[src/rtl/regfile_pkg.sv]
`default_nettype none
// +--------------------------------------------------------------------------+
// | regfile_pkg : register-file geometry shared by regfile, decode, writeback |
// | Revision    : 1.0                                                        |
// +--------------------------------------------------------------------------+
package regfile_pkg;

  localparam int XLEN  = 32;
  localparam int NREGS = 32;
  localparam int AW    = $clog2(NREGS);

  typedef logic [AW-1:0]   reg_idx_t;
  typedef logic [XLEN-1:0] xword_t;

endpackage
`default_nettype wire

[src/rtl/rr_arbiter.sv]
`default_nettype none
// +--------------------------------------------------------------------------+
// | rr_arbiter : round-robin arbiter, one-hot grant plus winner index         |
// | Revision   : 1.0                                                          |
// +--------------------------------------------------------------------------+
module rr_arbiter #(
  parameter  int N  = 2,
  localparam int PW = (N > 1) ? $clog2(N) : 1
) (
  input  logic          clk,
  input  logic          rst,
  input  logic [N-1:0]  req,
  input  logic          advance,
  output logic [N-1:0]  grant,
  output logic [PW-1:0] win
);

  logic [PW-1:0] ptr_q, ptr_d;
  logic          found;
  int            idx;

  // Search starts at the pointer and wraps; lowest offset from the pointer wins.
  always_comb begin
    found = 1'b0;
    win   = '0;
    idx   = 0;
    for (int k = 0; k < N; k++) begin
      idx = int'(ptr_q) + k;
      if (idx >= N) idx = idx - N;
      if (!found && req[idx]) begin
        found = 1'b1;
        win   = PW'(idx);
      end
    end
    grant = (advance && found) ? (N'(1) << win) : '0;
    ptr_d = ptr_q;
    if (advance && found) ptr_d = (win == PW'(N - 1)) ? '0 : win + 1'b1;
  end

  always_ff @(posedge clk) begin
    if (rst) ptr_q <= '0;
    else     ptr_q <= ptr_d;
  end

endmodule
`default_nettype wire

[src/rtl/regfile_wb_arbiter.sv]
`default_nettype none
// +--------------------------------------------------------------------------+
// | regfile_wb_arbiter : shares the regfile write port among writeback units  |
// |                      and tracks outstanding writes for RAW stalls         |
// | Revision           : 1.0                                                  |
// +--------------------------------------------------------------------------+
module regfile_wb_arbiter
  import regfile_pkg::*;
#(
  parameter int NUM_REQ = 2,
  parameter int XLEN    = regfile_pkg::XLEN,
  parameter int NREGS   = regfile_pkg::NREGS,
  parameter int AW      = regfile_pkg::AW
) (
  input  logic                    clk,
  input  logic                    rst,
  input  logic [NUM_REQ-1:0]      req_valid,
  input  logic [NUM_REQ*AW-1:0]   req_dest,
  input  logic [NUM_REQ*XLEN-1:0] req_data,
  output logic [NUM_REQ-1:0]      req_ready,
  input  logic                    hold,
  output logic [AW-1:0]           wb_dest,
  output logic [XLEN-1:0]         wb_data,
  output logic                    wb_en,
  input  logic                    iss_valid,
  input  logic [AW-1:0]           iss_dest,
  input  logic [AW-1:0]           chk_a,
  input  logic [AW-1:0]           chk_b,
  output logic                    busy_a,
  output logic                    busy_b,
  output logic                    idle
);

  localparam int PW = (NUM_REQ > 1) ? $clog2(NUM_REQ) : 1;

  logic [NUM_REQ-1:0] grant;
  logic [PW-1:0]      win;
  logic [AW-1:0]      sel_dest;
  logic [XLEN-1:0]    sel_data;
  logic               any_grant;

  logic [AW-1:0]      wb_dest_q, wb_dest_d;
  logic [XLEN-1:0]    wb_data_q, wb_data_d;
  logic               wb_en_q,   wb_en_d;
  logic [NREGS-1:0]   pending_q, pending_d;

  rr_arbiter #(.N(NUM_REQ)) u_arb (
    .clk     (clk),
    .rst     (rst),
    .req     (req_valid),
    .advance (!hold && !rst),
    .grant   (grant),
    .win     (win)
  );

  assign req_ready = grant;
  assign any_grant = |grant;
  assign sel_dest  = req_dest[int'(win)*AW +: AW];
  assign sel_data  = req_data[int'(win)*XLEN +: XLEN];

  // A grant to x0 is consumed but never reaches the regfile.
  always_comb begin
    wb_dest_d = wb_dest_q;
    wb_data_d = wb_data_q;
    wb_en_d   = 1'b0;
    if (any_grant) begin
      wb_dest_d = sel_dest;
      wb_data_d = sel_data;
      wb_en_d   = (sel_dest != '0);
    end
  end

  // Issue set is applied after the commit clear so a same-edge re-issue stays pending.
  always_comb begin
    pending_d = pending_q;
    if (wb_en_q && wb_dest_q != '0) pending_d[wb_dest_q] = 1'b0;
    if (iss_valid && iss_dest != '0) pending_d[iss_dest] = 1'b1;
    pending_d[0] = 1'b0;
  end

  always_ff @(posedge clk) begin
    if (rst) begin
      wb_dest_q <= '0;
      wb_data_q <= '0;
      wb_en_q   <= 1'b0;
      pending_q <= '0;
    end else begin
      wb_dest_q <= wb_dest_d;
      wb_data_q <= wb_data_d;
      wb_en_q   <= wb_en_d;
      pending_q <= pending_d;
    end
  end

  assign wb_dest = wb_dest_q;
  assign wb_data = wb_data_q;
  assign wb_en   = wb_en_q;
  assign busy_a  = pending_q[chk_a];
  assign busy_b  = pending_q[chk_b];
  assign idle    = (pending_q == '0) && !wb_en_q;

endmodule
`default_nettype wire

[config.mk]
export PLATFORM = sky130hd
export DESIGN_NAME = regfile_wb_arbiter
export DESIGN_NICKNAME = d
export VERILOG_FILES = /design/src/rtl/regfile_pkg.sv /design/src/rtl/rr_arbiter.sv /design/src/rtl/regfile_wb_arbiter.sv
export SDC_FILE = /design/constraint.sdc
export NUM_CORES = 1
export LEC_CHECK = 0
export BUFFER_PORTS_ARGS = -buffer_cell sky130_fd_sc_hd__buf_2
export CORE_ASPECT_RATIO = 0.9
export CORE_MARGIN = 4
export CORE_UTILIZATION = 50
export CTS_BUF_LIST = sky130_fd_sc_hd__clkbuf_4 sky130_fd_sc_hd__clkbuf_8 sky130_fd_sc_hd__clkbuf_16
export DETAILED_ROUTE_END_ITERATION = 10
export PLACE_DENSITY_LB_ADDON = 0.05
export SETUP_SLACK_MARGIN = 0.15
export SYNTH_ARGS = -nofsm -noshare
export SYNTH_HDL_FRONTEND = slang
export SYNTH_HIERARCHICAL = 1
export SYNTH_SLANG_ARGS = --single-unit
[constraint.sdc]
create_clock -name clk -period 6.2 [get_ports clk]
set_input_delay 1.24 -clock clk [delete_from_list [all_inputs] [get_ports clk]]
set_output_delay 1.24 -clock clk [all_outputs]
set_load 0.02 [all_outputs]
After elaboration in Yosys (flattened, before gate mapping)
Index checks and enable logic that the tools add are counted.
{"block": "totals", "regBits": 71, "latchBits": 0, "ram_bits": 0, "romBits": 0, "input_bits": 95, "out_inout_bits": 43, "word_cells": 70, "memories": 0}
{"block": "classes", "addsub": 4, "multipliers": 1, "div": 0, "magnitude_cmp": 10, "eq_ne": 0, "shift": 3, "mux": 24, "bitwise_logic": 4, "n_reduce_logical": 18}
{"cell": "two-way mux 32 bit", "count": 4}
{"cell": "less-than comparator 32 x 3 -> 1 bit (second input constant)", "count": 2}
{"cell": "variable part select 64 x 7 -> 32 bit", "count": 1}
{"cell": "AND 32 bit", "count": 1}
{"cell": ">= comparator 32 x 3 -> 1 bit (second input constant)", "count": 1}
{"cell": "logical NOT 32 bit", "count": 1}
{"cell": "inverter 32 bit", "count": 1}
{"cell": "bitwise OR 32 bit", "count": 1}
{"cell": "subtractor 32 x 3 -> 32 bit (second input constant)", "count": 1}
{"cell": "less-than comparator 5 x 6 -> 1 bit (second input constant)", "count": 4}
{"cell": "two-way mux 1 bit", "count": 15}
{"cell": "nonzero test 5 bit", "count": 3}
{"cell": "binary-select mux 1 bit (select 5 bit)", "count": 2}
{"cell": "demux 1 bit (select 5 bit)", "count": 2}
{"cell": ">= comparator 5 x 1 -> 1 bit (second input constant)", "count": 2}
{"cell": "variable part select 10 x 5 -> 5 bit", "count": 1}
{"cell": "logical AND 1 bit", "count": 8}
{"cell": "logical NOT 1 bit", "count": 4}
{"cell": "multiplier 1 x 3 -> 4 bit (second input constant)", "count": 1}
{"cell": "OR reduction 2 bit", "count": 2}
{"cell": "subtractor 1 x 2 -> 3 bit (second input constant)", "count": 1}
{"cell": "adder 1 x 1 -> 2 bit (second input constant)", "count": 1}
{"cell": ">= comparator 1 x 2 -> 1 bit (second input constant)", "count": 1}
{"cell": "two-way mux 2 bit", "count": 1}
{"cell": "3 further kinds", "count": 3}

Logic depth before layout (Yosys ltp)
{"block": "logic_depth", "ltp_word": 14, "mapped_depth": 10, "mapped_depth_nobuf": 6}

Cells and area by module
Netlist, hierarchy kept.
{"module": "regfile_wb_arbiter", "instances": 1, "cells_each": 428, "area_per_inst_um2": 3588.4}
{"module": "rr_arbiter", "instances": 1, "cells_each": 8, "area_per_inst_um2": 62.6}

Worst setup path before layout
No wires, ideal clock.
{"block": "synth_timing", "path_type": "in2out", "from": "in chk_a[0]", "to": "out busy_a", "arrival_ns": 2.376, "path_slack_ns": 2.584, "path_stages": 5, "path_cell_list": "buf_2 mux4_2 nand2b_1 o211ai_1 nand4_1"}
{"block": "synth_between", "elab_chain_cells": 2}
{"element": "from (decl)", "line_no": "regfile_wb_arbiter.sv:27", "source": "input logic [AW-1:0] chk_a,"}
{"element": "binary-select mux 1 bit (select 5 bit)", "line_no": "regfile_wb_arbiter.sv:98", "source": "assign busy_a = pending_q[chk_a];"}
{"element": "two-way mux 1 bit (implied by the code)", "line_no": "regfile_wb_arbiter.sv:98"}
{"element": "to (decl)", "line_no": "regfile_wb_arbiter.sv:29", "source": "output logic busy_a,"}
No other way between the ends. The select of a mux whose other input is x is not followed.

Worst setup path after layout
{"block": "layout_timing", "from": "in rst", "to": "out req_ready[1]"}
{"block": "layout_between", "elab_chain_cells": 4}
{"element": "from (decl)", "line_no": "regfile_wb_arbiter.sv:16", "source": "input logic rst,"}
{"element": "logical NOT 1 bit", "line_no": "regfile_wb_arbiter.sv:51", "source": ".advance (!hold && !rst),"}
{"element": "logical AND 1 bit", "line_no": "regfile_wb_arbiter.sv:51"}
{"element": "logical AND 1 bit", "line_no": "rr_arbiter.sv:35", "source": "grant = (advance && found) ? (N'(1) << win) : '0;"}
{"element": "two-way mux 2 bit", "line_no": "rr_arbiter.sv:35"}
{"element": "to (decl)", "line_no": "regfile_wb_arbiter.sv:20", "source": "output logic [NUM_REQ-1:0] req_ready,"}
No other way between the ends.

==> flow_summary_export.csv <==
group,metric,value,unit
clock_tree,clk_pin_slew,0.07,ns
die,design.portCount,138,
power_and_ir_drop,cellPowerDensity,222,mW/mm^2
power_and_ir_drop,total_leakage_power,1.87,nW
global_routing,grt_pass1_wl,16.7,mm
timing,setup_viol_count_final,0,
finish,multi_input_area,0.00211,mm^2
synthesis,synth_area_per_cell,8.37,um^2
routing,avgRoutedWirePerCell,16.0,um
setup_path,cp.arrival,2.51,ns
setup_path,worst_r2r_endpoint,"wb_dest[0]",
finish,antennaDiodeCount,0,
timing,tightest_slew,0.736,ns
die,die_width,98.1,um
synthesis,ys_seq_elements,70,
clock_tree,cts_post_setup_buffers_inserted,0,
timing,max_freq,267,MHz
synthesis,synth_cell_types,29,
routing,drt-vias-per-instance,5.65,
timing,setup_repair_after_global_routing_missed_its_margin,"no",
global_routing,antenna_found_initial,0,
global_routing,groute.layer.met2.usage,37.6,%
synthesis,synth.most_common_cell,"sky130_fd_sc_hd__dfxtp_1",
clock_tree,hold_buffers,0,
timing,fin_ws,2.45,ns
timing,setup_tns,0,ns
clock_tree,cts_buffer_depth,2,
timing,final_max_slew_viol_count,0,
setup_path,rr_worst_depth,5,
global_routing,overflow,0,
worst_hold_path,worstHoldPathType,"reg -> reg",
routing,dr.first_iter.drc_count,289,
timing,fin_hold_viols,0,
worst_hold_path,hold_end,"wb_data[31]",
synthesis,syn-cell-area,0.00365,mm^2
setup_path,worstPathMaxFanout,71,
job,cap_violations,0,
clock_tree,numClockSinks,70,
synthesis,netlist.top_cell.by_area,"sky130_fd_sc_hd__dfxtp_1",
routing,length_of_the_first_detailed_routing_pass_in_iterations,5,
routing,routed_wirelength,10.4,mm
setup_path,timing.setup.critical_path_class,"in -> out",
global_routing,grt_max_degree,76,
setup_path,cp.required,4.96,ns
placement,gp_congestion,0.887,
timing,fin_crit_sh,60.4,%
die,chipHeight,89.1,um
die,dieArea,0.00874,mm^2
routing,route.antenna.remaining_nets,0,
clock_tree,h_tree_levels,3,
clock_tree,cts_tree,"built",
global_routing,grt_busiest_layer,"met2",
finish,fillCellCount,649,
synthesis,synth_edf_count,0,
clock_tree,clk-insertion-delay-late,0.34,ns
synthesis,postSynth.topFlopCell,"sky130_fd_sc_hd__dfxtp_1",
status,run_status,"completed",
global_routing,global_route.usage.met1,31.8,%
finish,finalNetCount,650,
finish,layout.area.seq,0.00140,mm^2
synthesis,seq_area_frac_synth,38.4,%
synthesis,ys_top_cells_by_area,"sky130_fd_sc_hd__dfxtp_1, sky130_fd_sc_hd__mux2i_1, sky130_fd_sc_hd__a211oi_1, sky130_fd_sc_hd__a21oi_1, sky130_fd_sc_hd__nor2_1",
worst_hold_path,worstHoldPathCells,2,
clock_tree,clock-root-buffer,"sky130_fd_sc_hd__clkbuf_8",
die,rows,29,
synthesis,synth_async_sr_flop_share,0,%
synthesis,post_synth_top_area_share,38.4,%
power_and_ir_drop,power.ir.vdd_worst,0.0991,mV
setup_path,r2r_setup_slk,4.36,ns
setup_path,critical_path.startpoint_type,"input port",
setup_path,rr_startpoint,"u_arb/ptr_q",
synthesis,syn_nets,531,
placement,dp_hpwl,7.73,mm
timing,final_period_minus_worst_setup_slack,3.75,ns
worst_hold_path,worstHoldStart,"wb_data[31]",
routing,detailed_route_via_count,3684,
finish,syn2layout_area_growth,23.3,%
timing,clock_skew,0.0103,ns
placement,detailedPlace.worstSlack,2.46,ns
routing,post-route-drc-count,0,
die,floorplan.initialDensity,51.6,%
synthesis,ys_warn_count,6,
global_routing,number_of_global_route_vias_before_repair,3435,
global_routing,groute.layer.met3.usage,6.32,%
synthesis,synth_common_cells,"sky130_fd_sc_hd__dfxtp_1, sky130_fd_sc_hd__mux2i_1, sky130_fd_sc_hd__nor2_1, sky130_fd_sc_hd__nand2_1, sky130_fd_sc_hd__a21oi_1",
die,core,0.00708,mm^2
synthesis,syn_inst,436,
finish,layout-drive-gt1-share,29.3,%
placement,port_buffers,137,
timing,slew_headroom,51.0,%
clock_tree,cts-resized-gates,0,
setup_path,critical_path_endpoint_category,"output port",
clock_tree,tritoncts.num_buffers,9,
global_routing,globalRouteTotalUtil,23.7,%
-- registers in the layout (all words and copies together), names as in the netlist --
signal,count
wb_data,32
pending_q,31
wb_dest,5
u_arb/ptr_q,1
wb_en,1
-- where the power goes --
part / leakage (nW) / switching (mW) / internal, mW / total (mW)
logic: 1.22 / 0.115 / 0.0808 / 0.195
registers: 0.571 / 0.0170 / 0.471 / 0.488
clock network: 0.0820 / 0.165 / 0.150 / 0.316
total: 1.87 / 0.297 / 0.702 / 0.999
-- cells by family (layout without fill, tap and decap cells) --
group	count (synthesis)	count (layout)	synth area share, %
buffers and inverters	34	157	3.98
AND/OR/NAND/NOR	151	151	19.0
AO/OA/AOI/OAI	120	120	19.9
multiplexers	61	61	18.8
flip-flops	70	70	38.4
-- area by class of cell --
class,instances,share of cell area (%)
sequential,70,31.1
tap,93,2.58
multi-input combinational,332,46.8
clock inverter,4,0.556
clock buffer,11,3.08
timing repair buffer,140,15.7
inverter,2,0.167
-- cells in the final DEF (no fill, tap or decap) --
cell type / netlist / layout
sky130_fd_sc_hd__buf_2: 8 / 137
sky130_fd_sc_hd__dfxtp_1: 70 / 70
sky130_fd_sc_hd__mux2i_1: 55 / 55
sky130_fd_sc_hd__nor2_1: 52 / 52
sky130_fd_sc_hd__nand2_1: 43 / 43
sky130_fd_sc_hd__a21oi_1: 40 / 40
sky130_fd_sc_hd__a211oi_1: 39 / 39
sky130_fd_sc_hd__o21ai_0: 31 / 31
sky130_fd_sc_hd__nand2b_1: 13 / 13
sky130_fd_sc_hd__nand3_1: 13 / 13
sky130_fd_sc_hd__nor4_1: 10 / 10
sky130_fd_sc_hd__nor2b_1: 9 / 9
sky130_fd_sc_hd__clkbuf_8: 0 / 9
sky130_fd_sc_hd__mux4_2: 6 / 6
sky130_fd_sc_hd__nand4_1: 5 / 5
sky130_fd_sc_hd__a22oi_1: 4 / 4
sky130_fd_sc_hd__buf_4: 2 / 3
sky130_fd_sc_hd__inv_1: 2 / 2
sky130_fd_sc_hd__o2111ai_1: 2 / 2
sky130_fd_sc_hd__o211ai_1: 2 / 2
sky130_fd_sc_hd__clkbuf_4: 0 / 2
sky130_fd_sc_hd__clkinv_2: 0 / 2
sky130_fd_sc_hd__clkinvlp_4: 0 / 2
sky130_fd_sc_hd__or2_2: 1 / 1
sky130_fd_sc_hd__and2_0: 1 / 1
sky130_fd_sc_hd__nor3_1: 1 / 1
sky130_fd_sc_hd__o31ai_1: 1 / 1
sky130_fd_sc_hd__or4_1: 1 / 1
sky130_fd_sc_hd__and2_2: 0 / 1
sky130_fd_sc_hd__and3_2: 1 / 1
sky130_fd_sc_hd__a311oi_1: 1 / 1
-- worst max-delay path, cell delays in order --
cell and delay, ns:
sky130_fd_sc_hd__buf_2 0.08, sky130_fd_sc_hd__buf_4 0.57, sky130_fd_sc_hd__nor2_1 0.21, sky130_fd_sc_hd__and3_2 0.25
sky130_fd_sc_hd__buf_2 0.15
-- how the worst max path moves through the flow --
stage,depth (start not counted),startpoint,endpoint
2_1_floorplan,5,chk_a[0],busy_a
3_3_place_gp,5,rst,req_ready[1]
3_5_place_dp,5,rst,req_ready[1]
4_1_cts,5,rst,req_ready[1]
5_1_grt,5,rst,req_ready[1]
6_report,5,rst,req_ready[1]
-- per-layer routing --
| layer | part of all wire, % | wire, um |
|---|---|---|
| met1 | 44 | 4640 |
| met2 | 45 | 4680 |
| met3 | 9.3 | 970 |
| met4 | 1.3 | 139 |
| met5 | 0 | 0 |
-- through the flow --
stage	cells	hold slack, ns	power [mW]	utilization, %	cell area (um^2)
after floorplan	436	0.457	0.621	-	3650
after global placement	637	0.484	0.690	61.3	4340
after detailed placement	637	0.488	0.694	61.3	4340
after CTS	652	0.498	1.01	63.6	4500
after global routing	652	0.516	1.05	63.6	4500
final	652	0.496	0.999	63.6	4500
Note: power is estimated with default switching activity, not from simulation.
